===== src/rtl/aib_link_bringup_seq_if.sv =====
// Bundle between the AIB bring-up sequencer and its environment: status inputs
// from the AIB wrapper, per-channel control back to it, and link status.
interface aib_link_bringup_seq_if #(
    parameter int NBR_CHNLS = 24
);
    logic                 start;
    logic                 m_device_detect;
    logic [NBR_CHNLS-1:0] fs_mac_rdy;
    logic [NBR_CHNLS-1:0] m_rx_align_done;
    logic [NBR_CHNLS-1:0] ns_adapter_rstn;
    logic [NBR_CHNLS-1:0] ns_mac_rdy;
    logic [NBR_CHNLS-1:0] ms_rx_dcc_dll_lock_req;
    logic [NBR_CHNLS-1:0] ms_tx_dcc_dll_lock_req;
    logic [NBR_CHNLS-1:0] sl_rx_dcc_dll_lock_req;
    logic [NBR_CHNLS-1:0] sl_tx_dcc_dll_lock_req;
    logic                 axi_en;
    logic                 link_up;
    logic                 link_err;
    logic [2:0]           err_code;
    logic [2:0]           state;

    modport master (
        output start, m_device_detect, fs_mac_rdy, m_rx_align_done,
        input  ns_adapter_rstn, ns_mac_rdy,
               ms_rx_dcc_dll_lock_req, ms_tx_dcc_dll_lock_req,
               sl_rx_dcc_dll_lock_req, sl_tx_dcc_dll_lock_req,
               axi_en, link_up, link_err, err_code, state
    );

    modport slave (
        input  start, m_device_detect, fs_mac_rdy, m_rx_align_done,
        output ns_adapter_rstn, ns_mac_rdy,
               ms_rx_dcc_dll_lock_req, ms_tx_dcc_dll_lock_req,
               sl_rx_dcc_dll_lock_req, sl_tx_dcc_dll_lock_req,
               axi_en, link_up, link_err, err_code, state
    );
endinterface


===== src/rtl/aib_link_bringup_seq.sv =====
// Leader-side AIB link bring-up sequencer: orders adapter reset, DCC/DLL lock and
// MAC-ready, waits for far-side readiness and alignment, then gates AXI traffic on.
module aib_link_bringup_seq #(
    parameter int NBR_CHNLS    = 24,
    parameter int ACTIVE_CHNLS = 24,
    parameter int RST_HOLD     = 32,
    parameter int DLL_WAIT     = 64,
    parameter int TIMEOUT      = 65535
) (
    input logic clk_wr,
    input logic rst_wr,
    aib_link_bringup_seq_if.slave link
);

    localparam int MAX_A = (RST_HOLD > DLL_WAIT) ? RST_HOLD : DLL_WAIT;
    localparam int MAX_V = (MAX_A > TIMEOUT) ? MAX_A : TIMEOUT;
    localparam int TW    = $clog2(MAX_V + 1);

    typedef enum logic [2:0] {
        IDLE        = 3'd0,
        WAIT_DETECT = 3'd1,
        RST_REL     = 3'd2,
        DLL_REQ     = 3'd3,
        WAIT_MAC    = 3'd4,
        WAIT_ALIGN  = 3'd5,
        LINK_UP     = 3'd6,
        ERROR       = 3'd7
    } state_t;

    function automatic logic [NBR_CHNLS-1:0] active_mask();
        logic [NBR_CHNLS-1:0] m;
        for (int i = 0; i < NBR_CHNLS; i++) m[i] = (i < ACTIVE_CHNLS);
        return m;
    endfunction

    localparam logic [NBR_CHNLS-1:0] MASK = active_mask();

    function automatic logic [TW-1:0] sat_inc(input logic [TW-1:0] t);
        return (t == {TW{1'b1}}) ? t : t + 1'b1;
    endfunction

    // True on the cycle whose closing edge completes `limit` cycles in the state.
    function automatic logic hit(input logic [TW-1:0] t, input int limit);
        return (int'(t) + 1) >= limit;
    endfunction

    state_t               state_q, state_d;
    logic [TW-1:0]        timer;
    logic [2:0]           err_q, err_d;
    logic                 det_p0, det_p1;
    logic [NBR_CHNLS-1:0] mac_p0, mac_p1, aln_p0, aln_p1;
    logic                 mac_ok, aln_ok;

    logic [NBR_CHNLS-1:0] rstn_d, mrdy_d, lock_d;
    logic                 axi_d, lu_d, lerr_d;
    logic [NBR_CHNLS-1:0] rstn_q, mrdy_q, lock_q;
    logic                 axi_q, lu_q, lerr_q;

    // Two-flop synchronizers: _p0 first stage, _p1 is what the FSM sees
    always_ff @(posedge clk_wr or posedge rst_wr) begin
        if (rst_wr) begin
            det_p0 <= 1'b0;
            det_p1 <= 1'b0;
            mac_p0 <= '0;
            mac_p1 <= '0;
            aln_p0 <= '0;
            aln_p1 <= '0;
        end else begin
            det_p0 <= link.m_device_detect;
            det_p1 <= det_p0;
            mac_p0 <= link.fs_mac_rdy;
            mac_p1 <= mac_p0;
            aln_p0 <= link.m_rx_align_done;
            aln_p1 <= aln_p0;
        end
    end

    assign mac_ok = ((mac_p1 & MASK) == MASK);
    assign aln_ok = ((aln_p1 & MASK) == MASK);

    always_ff @(posedge clk_wr or posedge rst_wr) begin
        if (rst_wr) begin
            state_q <= IDLE;
            timer   <= '0;
            err_q   <= 3'd0;
            rstn_q  <= '0;
            mrdy_q  <= '0;
            lock_q  <= '0;
            axi_q   <= 1'b0;
            lu_q    <= 1'b0;
            lerr_q  <= 1'b0;
        end else begin
            state_q <= state_d;
            timer   <= (state_d != state_q) ? '0 : sat_inc(timer);
            err_q   <= err_d;
            rstn_q  <= rstn_d;
            mrdy_q  <= mrdy_d;
            lock_q  <= lock_d;
            axi_q   <= axi_d;
            lu_q    <= lu_d;
            lerr_q  <= lerr_d;
        end
    end

    always_comb begin
        state_d = state_q;
        err_d   = err_q;
        if (state_q == IDLE) begin
            if (link.start) begin
                state_d = WAIT_DETECT;
                err_d   = 3'd0;
            end
        end else if (!link.start) begin
            state_d = IDLE;
        end else begin
            case (state_q)
                WAIT_DETECT: begin
                    if (det_p1) state_d = RST_REL;
                    else if (hit(timer, TIMEOUT)) begin
                        state_d = ERROR;
                        err_d   = 3'd1;
                    end
                end
                RST_REL:  if (hit(timer, RST_HOLD)) state_d = DLL_REQ;
                DLL_REQ:  if (hit(timer, DLL_WAIT)) state_d = WAIT_MAC;
                WAIT_MAC: begin
                    if (mac_ok) state_d = WAIT_ALIGN;
                    else if (hit(timer, TIMEOUT)) begin
                        state_d = ERROR;
                        err_d   = 3'd2;
                    end
                end
                WAIT_ALIGN: begin
                    if (aln_ok) state_d = LINK_UP;
                    else if (hit(timer, TIMEOUT)) begin
                        state_d = ERROR;
                        err_d   = 3'd3;
                    end
                end
                LINK_UP: begin
                    if (!(mac_ok && aln_ok)) begin
                        state_d = ERROR;
                        err_d   = 3'd4;
                    end
                end
                default: state_d = state_q;
            endcase
        end
    end

    // Outputs decode the next state so they move on the same edge as `state`
    always_comb begin
        rstn_d = '0;
        mrdy_d = '0;
        lock_d = '0;
        axi_d  = 1'b0;
        lu_d   = 1'b0;
        lerr_d = 1'b0;
        case (state_d)
            DLL_REQ: begin
                rstn_d = MASK;
                lock_d = MASK;
            end
            WAIT_MAC, WAIT_ALIGN: begin
                rstn_d = MASK;
                lock_d = MASK;
                mrdy_d = MASK;
            end
            LINK_UP: begin
                rstn_d = MASK;
                lock_d = MASK;
                mrdy_d = MASK;
                axi_d  = 1'b1;
                lu_d   = 1'b1;
            end
            ERROR:   lerr_d = 1'b1;
            default: lerr_d = 1'b0;
        endcase
    end

    assign link.ns_adapter_rstn        = rstn_q;
    assign link.ns_mac_rdy             = mrdy_q;
    assign link.ms_rx_dcc_dll_lock_req = lock_q;
    assign link.ms_tx_dcc_dll_lock_req = lock_q;
    assign link.sl_rx_dcc_dll_lock_req = lock_q;
    assign link.sl_tx_dcc_dll_lock_req = lock_q;
    assign link.axi_en                 = axi_q;
    assign link.link_up                = lu_q;
    assign link.link_err               = lerr_q;
    assign link.err_code               = err_q;
    assign link.state                  = state_q;

endmodule


===== src/flat_wrapper.sv =====
// flat-port wrapper written by rule: the top's interface ports become plain ports
module aib_link_bringup_seq_flat 
#(
    parameter int NBR_CHNLS    = 24,
    parameter int ACTIVE_CHNLS = 24,
    parameter int RST_HOLD     = 32,
    parameter int DLL_WAIT     = 64,
    parameter int TIMEOUT      = 65535
)
  (clk_wr, rst_wr, link_start, link_m_device_detect, link_fs_mac_rdy, link_m_rx_align_done, link_ns_adapter_rstn, link_ns_mac_rdy, link_ms_rx_dcc_dll_lock_req, link_ms_tx_dcc_dll_lock_req, link_sl_rx_dcc_dll_lock_req, link_sl_tx_dcc_dll_lock_req, link_axi_en, link_link_up, link_link_err, link_err_code, link_state);
  aib_link_bringup_seq_if #(.NBR_CHNLS(NBR_CHNLS)) link_i ();
  input logic clk_wr;
  input logic rst_wr;
  input wire logic [$bits(link_i.start)-1:0] link_start;
  input wire logic [$bits(link_i.m_device_detect)-1:0] link_m_device_detect;
  input wire logic [$bits(link_i.fs_mac_rdy)-1:0] link_fs_mac_rdy;
  input wire logic [$bits(link_i.m_rx_align_done)-1:0] link_m_rx_align_done;
  output wire logic [$bits(link_i.ns_adapter_rstn)-1:0] link_ns_adapter_rstn;
  output wire logic [$bits(link_i.ns_mac_rdy)-1:0] link_ns_mac_rdy;
  output wire logic [$bits(link_i.ms_rx_dcc_dll_lock_req)-1:0] link_ms_rx_dcc_dll_lock_req;
  output wire logic [$bits(link_i.ms_tx_dcc_dll_lock_req)-1:0] link_ms_tx_dcc_dll_lock_req;
  output wire logic [$bits(link_i.sl_rx_dcc_dll_lock_req)-1:0] link_sl_rx_dcc_dll_lock_req;
  output wire logic [$bits(link_i.sl_tx_dcc_dll_lock_req)-1:0] link_sl_tx_dcc_dll_lock_req;
  output wire logic [$bits(link_i.axi_en)-1:0] link_axi_en;
  output wire logic [$bits(link_i.link_up)-1:0] link_link_up;
  output wire logic [$bits(link_i.link_err)-1:0] link_link_err;
  output wire logic [$bits(link_i.err_code)-1:0] link_err_code;
  output wire logic [$bits(link_i.state)-1:0] link_state;
  assign link_i.start = link_start;
  assign link_i.m_device_detect = link_m_device_detect;
  assign link_i.fs_mac_rdy = link_fs_mac_rdy;
  assign link_i.m_rx_align_done = link_m_rx_align_done;
  assign link_ns_adapter_rstn = link_i.ns_adapter_rstn;
  assign link_ns_mac_rdy = link_i.ns_mac_rdy;
  assign link_ms_rx_dcc_dll_lock_req = link_i.ms_rx_dcc_dll_lock_req;
  assign link_ms_tx_dcc_dll_lock_req = link_i.ms_tx_dcc_dll_lock_req;
  assign link_sl_rx_dcc_dll_lock_req = link_i.sl_rx_dcc_dll_lock_req;
  assign link_sl_tx_dcc_dll_lock_req = link_i.sl_tx_dcc_dll_lock_req;
  assign link_axi_en = link_i.axi_en;
  assign link_link_up = link_i.link_up;
  assign link_link_err = link_i.link_err;
  assign link_err_code = link_i.err_code;
  assign link_state = link_i.state;
  aib_link_bringup_seq #(.NBR_CHNLS(NBR_CHNLS), .ACTIVE_CHNLS(ACTIVE_CHNLS), .RST_HOLD(RST_HOLD), .DLL_WAIT(DLL_WAIT), .TIMEOUT(TIMEOUT)) u_core (.clk_wr(clk_wr), .rst_wr(rst_wr), .link(link_i));
endmodule

===== config.mk =====
export PLATFORM = sky130hd
export DESIGN_NAME = aib_link_bringup_seq_flat
export DESIGN_NICKNAME = d
export VERILOG_FILES = /design/src/rtl/aib_link_bringup_seq_if.sv /design/src/rtl/aib_link_bringup_seq.sv /design/src/flat_wrapper.sv
export SDC_FILE = /design/constraint.sdc
export NUM_CORES = 1
export LEC_CHECK = 0
export BUFFER_PORTS_ARGS = -buffer_cell sky130_fd_sc_hd__buf_2
export CORE_MARGIN = 4
export CORE_UTILIZATION = 45
export CTS_BUF_LIST = sky130_fd_sc_hd__clkbuf_8 sky130_fd_sc_hd__clkbuf_16
export DETAILED_ROUTE_END_ITERATION = 10
export GPL_ROUTABILITY_DRIVEN = 0
export GPL_TIMING_DRIVEN = 0
export HOLD_SLACK_MARGIN = 0.06
export PLACE_DENSITY = 0.77
export SYNTH_ARGS = -nofsm -noshare
export SYNTH_HDL_FRONTEND = slang
export SYNTH_SLANG_ARGS = --single-unit

===== constraint.sdc =====
create_clock -name clk_wr -period 3.6 [get_ports clk_wr]
set_input_delay 0.36 -clock clk_wr [delete_from_list [all_inputs] [get_ports clk_wr]]
set_output_delay 0.36 -clock clk_wr [all_outputs]
set_load 0.005 [all_outputs]

==> results of run 1 <==
-- sequential cells by signal, indices dropped and copies added (netlist names) --
name                         count
u_core.link.ns_adapter_rstn      1
u_core.link.link_err             1
u_core.aln_p1                   24
u_core.det_p0                    1
u_core.link.axi_en               1
u_core.mac_p0                   24
u_core.det_p1                    1
u_core.aln_p0                   24
u_core.mac_p1                   24
u_core.link.ns_mac_rdy           1
u_core.link.state                3
u_core.link.err_code             3
u_core.timer                    16
-- cell families (layout without fill, tap and decap cells) --
| logic type | Yosys count | in the layout |
|---|---|---|
| compound gates | 53 | 53 |
| xor+xnor | 12 | 12 |
| fa+ha+maj | 2 | 2 |
| buf+inv | 168 | 450 |
| flops | 124 | 124 |
| mux | 5 | 5 |
| simple gates | 125 | 125 |
-- path summary, 6_finish.rpt --
check / depth (start not counted) / from / end / slack [ps]
min in group asynchronous: 2 / rst_wr / u_core.mac_p1[1] / 140
max in group asynchronous: 3 / rst_wr / u_core.link.ns_adapter_rstn[22] / 2760
worst max-delay path: 11 / u_core.timer[1] / u_core.timer[9] / 180
worst max register to register: 11 / u_core.timer[1] / u_core.timer[9] / 180
worst min register to register: 0 / u_core.aln_p0[5] / u_core.aln_p1[5] / 340
worst min-delay path: 1 / link_m_rx_align_done[5] / u_core.aln_p0[5] / 70
-- layer usage --
layer  global-route usage (%)  part of all wire, %  vias up
met5                        0                    0        -
met4                     7.58                  3.2        0
met3                     6.41                  9.8       45
met2                     33.1                   52      265
met1                     19.5                   35     1997
li1                         -                    -     2073
-- layout by cell type, fill, tap and decap left out, types with 3 or more instances in the layout --
master | netlist | layout
nand4_1 | 17 | 17
dlygate4sd3_1 | 0 | 47
nor3_1 | 10 | 9
clkbuf_8 | 0 | 6
nor2b_1 | 3 | 3
and2_1 | 5 | 5
xnor2_1 | 6 | 6
o21ai_0 | 9 | 9
nor3_2 | 6 | 7
nor4_1 | 5 | 4
mux2i_1 | 3 | 3
inv_1 | 10 | 10
clkinvlp_4 | 0 | 3
buf_6 | 3 | 3
nand2_1 | 24 | 24
clkbuf_16 | 0 | 17
o211a_1 | 3 | 3
buf_4 | 143 | 143
nor2_1 | 17 | 17
clkbuf_1 | 7 | 7
a211oi_2 | 8 | 8
and3_1 | 5 | 5
a21oi_1 | 4 | 4
a31oi_1 | 5 | 5
buf_2 | 1 | 205
dfrtp_1 | 124 | 123
nor4_2 | 3 | 4
xor2_1 | 6 | 6
nand3_1 | 11 | 11
o211ai_1 | 3 | 3
-- power groups by stage --
| stage | Sequential, mW | Clock [mW] | Combinational (mW) |
|---|---|---|---|
| floorplan | 1.54 | 0 | 0.298 |
| global placement | 1.55 | 0 | 0.457 |
| detailed placement | 1.56 | 0 | 0.453 |
| CTS | 1.54 | 1.61 | 0.490 |
| global route | 1.55 | 1.69 | 0.544 |
| finish | 1.54 | 1.61 | 0.497 |
-- metrics by stage --
step	power, mW	instance area [sq um]	TNS (ps)
floorplan	1.84	5690	0
global placement	2.01	6920	0
detailed placement	2.01	6970	0
CTS	3.64	7920	0
global route	3.79	8020	-14.7
finish	3.64	8020	0
-- final cells by class --
class / count / share of cell area (%)
flip-flops and latches: 124 / 38.7
clock inverters: 6 / 0.780
well taps: 168 / 2.62
inverters: 11 / 0.561
plain buffers: 157 / 14.3
multi-input cells: 197 / 17.5
repair buffers: 253 / 19.1
clock buffers: 23 / 6.33
-- worst reg2reg max path: stages, from the launching register on --
cell	delay, ps
dfrtp_1	510
ha_1	200
buf_2	190
nand3_1	190
nor3_2	330
mux2_2	400
nor4_2	450
nand4_2	220
o31ai_4	250
nand3_4	200
buf_6	220
nor3_2	180
-- timing repair --
action | CTS | global route
hold endpoints to repair | 38 | 9
setup endpoints to repair | 0 | 15
hold buffers | 38 | 9
gates resized for setup | 0 | 3
==> results.md, run 1 <==
- Root cell of the clock tree: clkbuf_16
- Largest family of logic cells by synthesized area: buffers and inverters
- Synth Area in XOR/XNOR: about 1.8%
- Top area cells in the synthesized netlist: dfrtp_1 (55%), buf_4 (19%), nand4_1 (1.9%), a211oi_2 (1.8%), nand2_1 (1.6%)
- Number of synthesized flops with an enable pin: 0
- CP dominant cell by count: nor3_2
- Post-layout util: between 60% and 70%
- Core area: between 10000 and 15000 sq um
- Synth cell count leaders: buf_4 (143), dfrtp_1 (124), nand2_1 (24)
- Power per cell area: 454 nW/um^2
- Post-Place Worst Slack: between 100 and 150 ps
- # DRC: 0
- Synth Flop Type: dfrtp_1
- All-Layer GR Usage: a little under a fifth
- Largest net degree at the start of global routing: between 100 and 150
- Die area: between 10000 and 15000 sq um
- Net Count, Synth: ~540
- Mux contribution to synthesized area: less than 1%
- Synth Area in Adders: 0.440%
- Multi-input gate area: about 1400 sq um
- Sw power: approximately 0.84 mW
- Post-synthesis register bit count: around 120
- Logic pwr share: ~14%
- Setup crit end kind: flop
- CTS sink count: roughly 120
- Min Clock Period, post-route: about 3400 ps
- Avg Cell Area, Syn: between 10 and 15 sq um
- CTS tree: done
- Share of cells above drive strength 1: 54.0%
- Critical Path Fanout Max: 10
- Crit-path slowest cell: dfrtp_1
- Placed cell count: about 860
- Initial antenna violation count: 0
- CTS max path bufs: 2
- Total CTS buffers: 17
- # diodes: 0
- CP Cell Sequence: ha_1 -> buf_2 -> nand3_1 -> nor3_2 -> mux2_2 -> nor4_2 -> nand4_2 -> o31ai_4 -> nand3_4 -> buf_6 -> nor3_2
- Routed Antenna Nets: 0
- Fillcell total: 883
- Vias: between 4000 and 5000
- CP delay by family, top: simple AND/OR/NAND/NOR gates
- # nets final: between 800 and 900
- Port Buffers: between 200 and 250
- Final Cycle Share: 94.9%
- Vias/cell: 4.66
- Site Rows: 40
- Most frequent cell after synthesis: buf_4
- Setup crit start kind: flop
- 1st-iter DRT viols: roughly 370
- CP Data Required Time: just under 4000 ps
- First-pass GRT wire length: between 20000 and 25000 um
- DR WL/cell: ~15 um
- DRT Pass-1 Iters: 6
- Async SR Flop Fraction: 100%
- Simple-gate share of the synthesized area: around an eighth
- Number of global-route vias before repair: roughly 4200
- Setup Viol. Count Final: 0
- Mapped Cells: just under 500
- Clock network power share: 44.1%
- Top Ports: 205
- Worst-Margin Slew: around 1000 ps
- Worst Hold Class: in -> reg
- Die W: around 120 um
- Post-synth top area share: between 50 and 60%
- Min Hold Slack: 73.9 ps
- Fmax: around 0.29 GHz
- Area Overhead vs Synth: 41.1%
- Int Pwr: 2.80 mW
- Yosys cell types: 62
- Die H: 120 um
- Synth Cell Area: 5690 sq um
- WL final: 13800 um
- Post-CTS setup buffer count: 0
- Final HPWL DP: between 8000 and 9000 um
- H-tree depth: 4
- Number of max-cap violations: 0
- Clock skew: between 7 and 8 ps
- Switching fraction of total power: around 23%
- Reg area: around 3100 sq um
- Starting Density: between 40% and 50%
- Relative slew slack: a little under a third
- Final WS setup: 182 ps
- CP arrival: between 3000 and 4000 ps
- Status: finished, final reports clean
- Area leader, netlist: dfrtp_1
- Worst vdd ir: 0.000526 V
- Leak Pwr: roughly 4.2 nW
- Post-Layout Cell Count: approximately 940
- Sequential Power Share: roughly 42%
- Hold Vio Cnt, Final: 0
- YS warnings: 0
- Crit path largest cell delay: approximately 500 ps
- Clk Latency, worst-skew pair: ~400 ps
- Buffers & Inverters on Critical Path: 2
- CP Class: reg -> reg
- Sequential area share after synthesis: ~55%
- GRT overflow: 0
- Complex-gate fraction of the synthesized area: 8.05%
- Clk slew on worst S/H paths: approximately 50 ps
- Max Slew Vio Count: 0
(Power assumes the default switching activity.)
==> run 2: changes to the inputs <==
- ABC_AREA: default -> 1
- PLACE_DENSITY: 0.77 -> 0.78
==> results.md, run 2 <==
- Status: finished, final reports clean
- WL met3: 1040 um (-23%)
- Leak Pwr: 4.35 nW (+2.4%)
- Post-layout util: 65.8% (+0.12 points)
- Synth cell count leaders: buf_4 (143), dfrtp_1 (124), nand2_1 (81)
- Routed Antenna Nets: 0 (unchanged)
- DR top layer: met5
- Setup Viol. Count Final: 0 (unchanged)
- Reg-to-reg slack, setup: 880 ps (+700 ps)
- Die area: 14300 sq um (-1.2%)
- DR WL/cell: 12.8 um (-13%)
- Setup TNS: 0 ps (unchanged)
- Avg Cell Area, Syn: 10.2 sq um (-13%)
- 1st-iter DRT viols: 180 (-52%)
- Core area: 12100 sq um (-0.82%)
- Clock skew: 9.66 ps (+2.38 ps)
- Synth Cell Area: 5620 sq um (-1.3%)
- Met1 WL: 4910 um (+2.3%)
- Mapped Cells: 553 (+13%)
- CP arrival: 3010 ps (-730 ps)
- Post-synth top area share: 55.3% (+0.69 points)
- Worst vdd ir: 0.000383 V (-27%)
- Fmax: 0.367 GHz (+26%)
- Reg2reg end: u_core.timer[4]
- Site Rows: 40 (unchanged)
- Clk slew on worst S/H paths: 60 ps (about the same)
- Area leader, netlist: dfrtp_1
- Share of cells above drive strength 1: 50.9% (-3.1 points)
- Largest net degree at the start of global routing: 93 (-23%)
- Die H: 120 um (-0.59%)
- Max Slew Vio Count: 0 (unchanged)
- Met2 WL post-DR: 6630 um (-8.3%)
- Hold path depth: 1 (unchanged)
- CTS tree: done
- CP Class: reg -> reg
- Port Buffers: 204 (unchanged)
- Final HPWL DP: 8620 um (-4.0%)
- Most frequent cells in the layout: buf_2 (205), buf_4 (143), dfrtp_1 (123), nand2_1 (81), nor2_1 (48)
- Setup crit end kind: flop
- WL final: 12800 um (-7.2%)
- Die W: 120 um (-0.59%)
- Hold Vio Cnt, Final: 0 (unchanged)
- Sequential area share after synthesis: 55.3% (+0.69 points)
- FF-to-FF Start: u_core.timer[1]
- Most common cell after layout, fill and taps aside: buf_2
- Power per cell area: 689 nW/um^2 (+52%)
- Synth Flop Type: dfrtp_1
- Final Cycle Share: 75.6% (-19 points)
- CP Data Required Time: 3890 ps (-30 ps)
- GRT overflow: 0 (unchanged)
- Total CTS buffers: 17 (unchanged)
- RSZ-0062 raised after global routing: no
- All-Layer GR Usage: 18.2% (-0.16 points)
- YS warnings: 0 (unchanged)
- Starting Density: 46.4% (-0.20 points)
- WHS Endpoint: u_core.mac_p0[1]
- Vias: 4255 (-2.9%)
- Number of global-route vias before repair: 4182 (-0.38%)
- Min Clock Period, post-route: 2720 ps (-695 ps)
- # diodes: 0 (unchanged)
- Async SR Flop Fraction: 100% (unchanged)
- Clk Latency, worst-skew pair: 400 ps (about the same)
- Top Ports: 205 (unchanged)
- Top area cells in the synthesized netlist: dfrtp_1 (55%), buf_4 (19%), nand2_1 (5.4%), nor2_1 (3.2%), nor2_4 (3.0%)
- Critical Path Fanout Max: 10 (unchanged)
- # DRC: 0 (unchanged)
- Net Count, Synth: 607 (+12%)
- CTS sink count: 124 (unchanged)
- DRT Pass-1 Iters: 4 (-2)
- Most frequent cell after synthesis: buf_4
- Yosys cell types: 30 (-52%)
- Min-delay src: link_fs_mac_rdy[1]
- Relative slew slack: 53.3% (+23 points)
- H-tree depth: 4 (unchanged)
- Number of max-cap violations: 0 (unchanged)
- Setup crit start kind: flop
- Vias/cell: 4.24 (-9.1%)
- Root cell of the clock tree: clkbuf_16
- Worst Hold Class: in -> reg
- First-pass GRT wire length: 20800 um (-1.2%)
- Number of synthesized flops with an enable pin: 0 (unchanged)
- R2R cell count: 15 (+4)
- Initial antenna violation count: 1 (+1)
- Area Overhead vs Synth: 42.0%
- CTS max path bufs: 2 (unchanged)
- Worst-Margin Slew: 699 ps (-348 ps)
- # nets final: 876 (+7.5%)
- Post-synthesis register bit count: 124 (unchanged)
run 2: changes by cell type in the layout (fill, tap and decap cells not counted), moves of 6 or more:
cell and delta:
nand3_1 +18, nor2_4 +15, inv_1 +29, xnor2_1 -6
nor3_2 -6, nand2_2 +8, a211oi_2 -8, nor2_1 +31
nand2_1 +57
run 2: timing repair:
item	4_1_cts	5_1_grt
endpoints found under the hold margin	62	1
hold buffers	41	1
setup buffers	0	0
resized for setup	0	0
run 2: kinds of logic (layout without fill, tap and decap cells):
| logic type | Yosys count | count (layout) | synth area share [%] |
|---|---|---|---|
| simple gates | 216 | 216 | 19.5 |
| buf+inv | 190 | 472 | 22.6 |
| flops | 124 | 124 | 55.3 |
| compound gates | 19 | 19 | 1.96 |
| fa+ha+maj | 2 | 2 | 0.446 |
| xor+xnor | 2 | 2 | 0.312 |
run 2: worst max path at each step:
stage | from | end | cells past startpoint | slack (ps)
3_3_place_gp | u_core.link.ns_adapter_rstn[22] | link_ns_adapter_rstn[8] | 2 | 230
5_1_grt | u_core.timer[1] | u_core.timer[4] | 19 | 590
6_report | u_core.timer[1] | u_core.timer[4] | 15 | 880
2_1_floorplan | u_core.link.ns_adapter_rstn[22] | link_ms_rx_dcc_dll_lock_req[10] | 1 | 800
3_5_place_dp | u_core.timer[1] | u_core.timer[1] | 15 | 910
4_1_cts | u_core.timer[1] | u_core.timer[4] | 15 | 880
run 2: through the flow:
step                      setup slack (ps)  hold WS (ps)  total power [mW]  instances  area [sq um]
after CTS                              882          60.3              5.53       1002          7960
final                                  878          71.3              5.49       1003          7970
after detailed placement               905           335              3.74        929          6940
after global placement                 228           332              3.83        925          6850
after global routing                   591          61.4              5.81       1003          7970
after floorplan                        804           331              3.08        553          5620
run 2: area by class of cell:
class	instances	area [sq um]
Buffer	148	1110
Clock buffer	18	439
Clock inverter	14	170
Fill cell	902	4140
Inverter	42	161
Multi-Input combinational cell	239	1240
Sequential cell	124	3110
Tap cell	168	210
Timing Repair Buffer	250	1530
run 2: layer usage:
| layer | global-route usage [%] | vias up |
|---|---|---|
| met1 | 21.1 | 1930 |
| li1 | - | 2125 |
| met4 | 4.80 | 2 |
| met2 | 32.5 | 175 |
| met5 | 0 | - |
| met3 | 5.94 | 23 |
run 2: worst max-delay path, cell delays in order, from the launching register on:
cell and delay, ps:
dfrtp_1 410, ha_1 290, inv_1 120, nor2_4 170, nand4_1 150, nor3_2 330
inv_2 170, nand2_2 130, o21ai_1 60, nand3_1 110, nand2_1 110, nand2_1 80
nand2_1 80, nand2_4 140, buf_12 190, nor2_4 40
run 2: report_power, final:
| group | leakage (nW) | switching (mW) | internal, mW |
|---|---|---|---|
| registers | 1.50 | 0.0932 | 1.50 |
| clock network | 0.300 | 0.681 | 1.07 |
| logic | 2.55 | 0.926 | 1.22 |
| total | 4.35 | 1.70 | 3.79 |
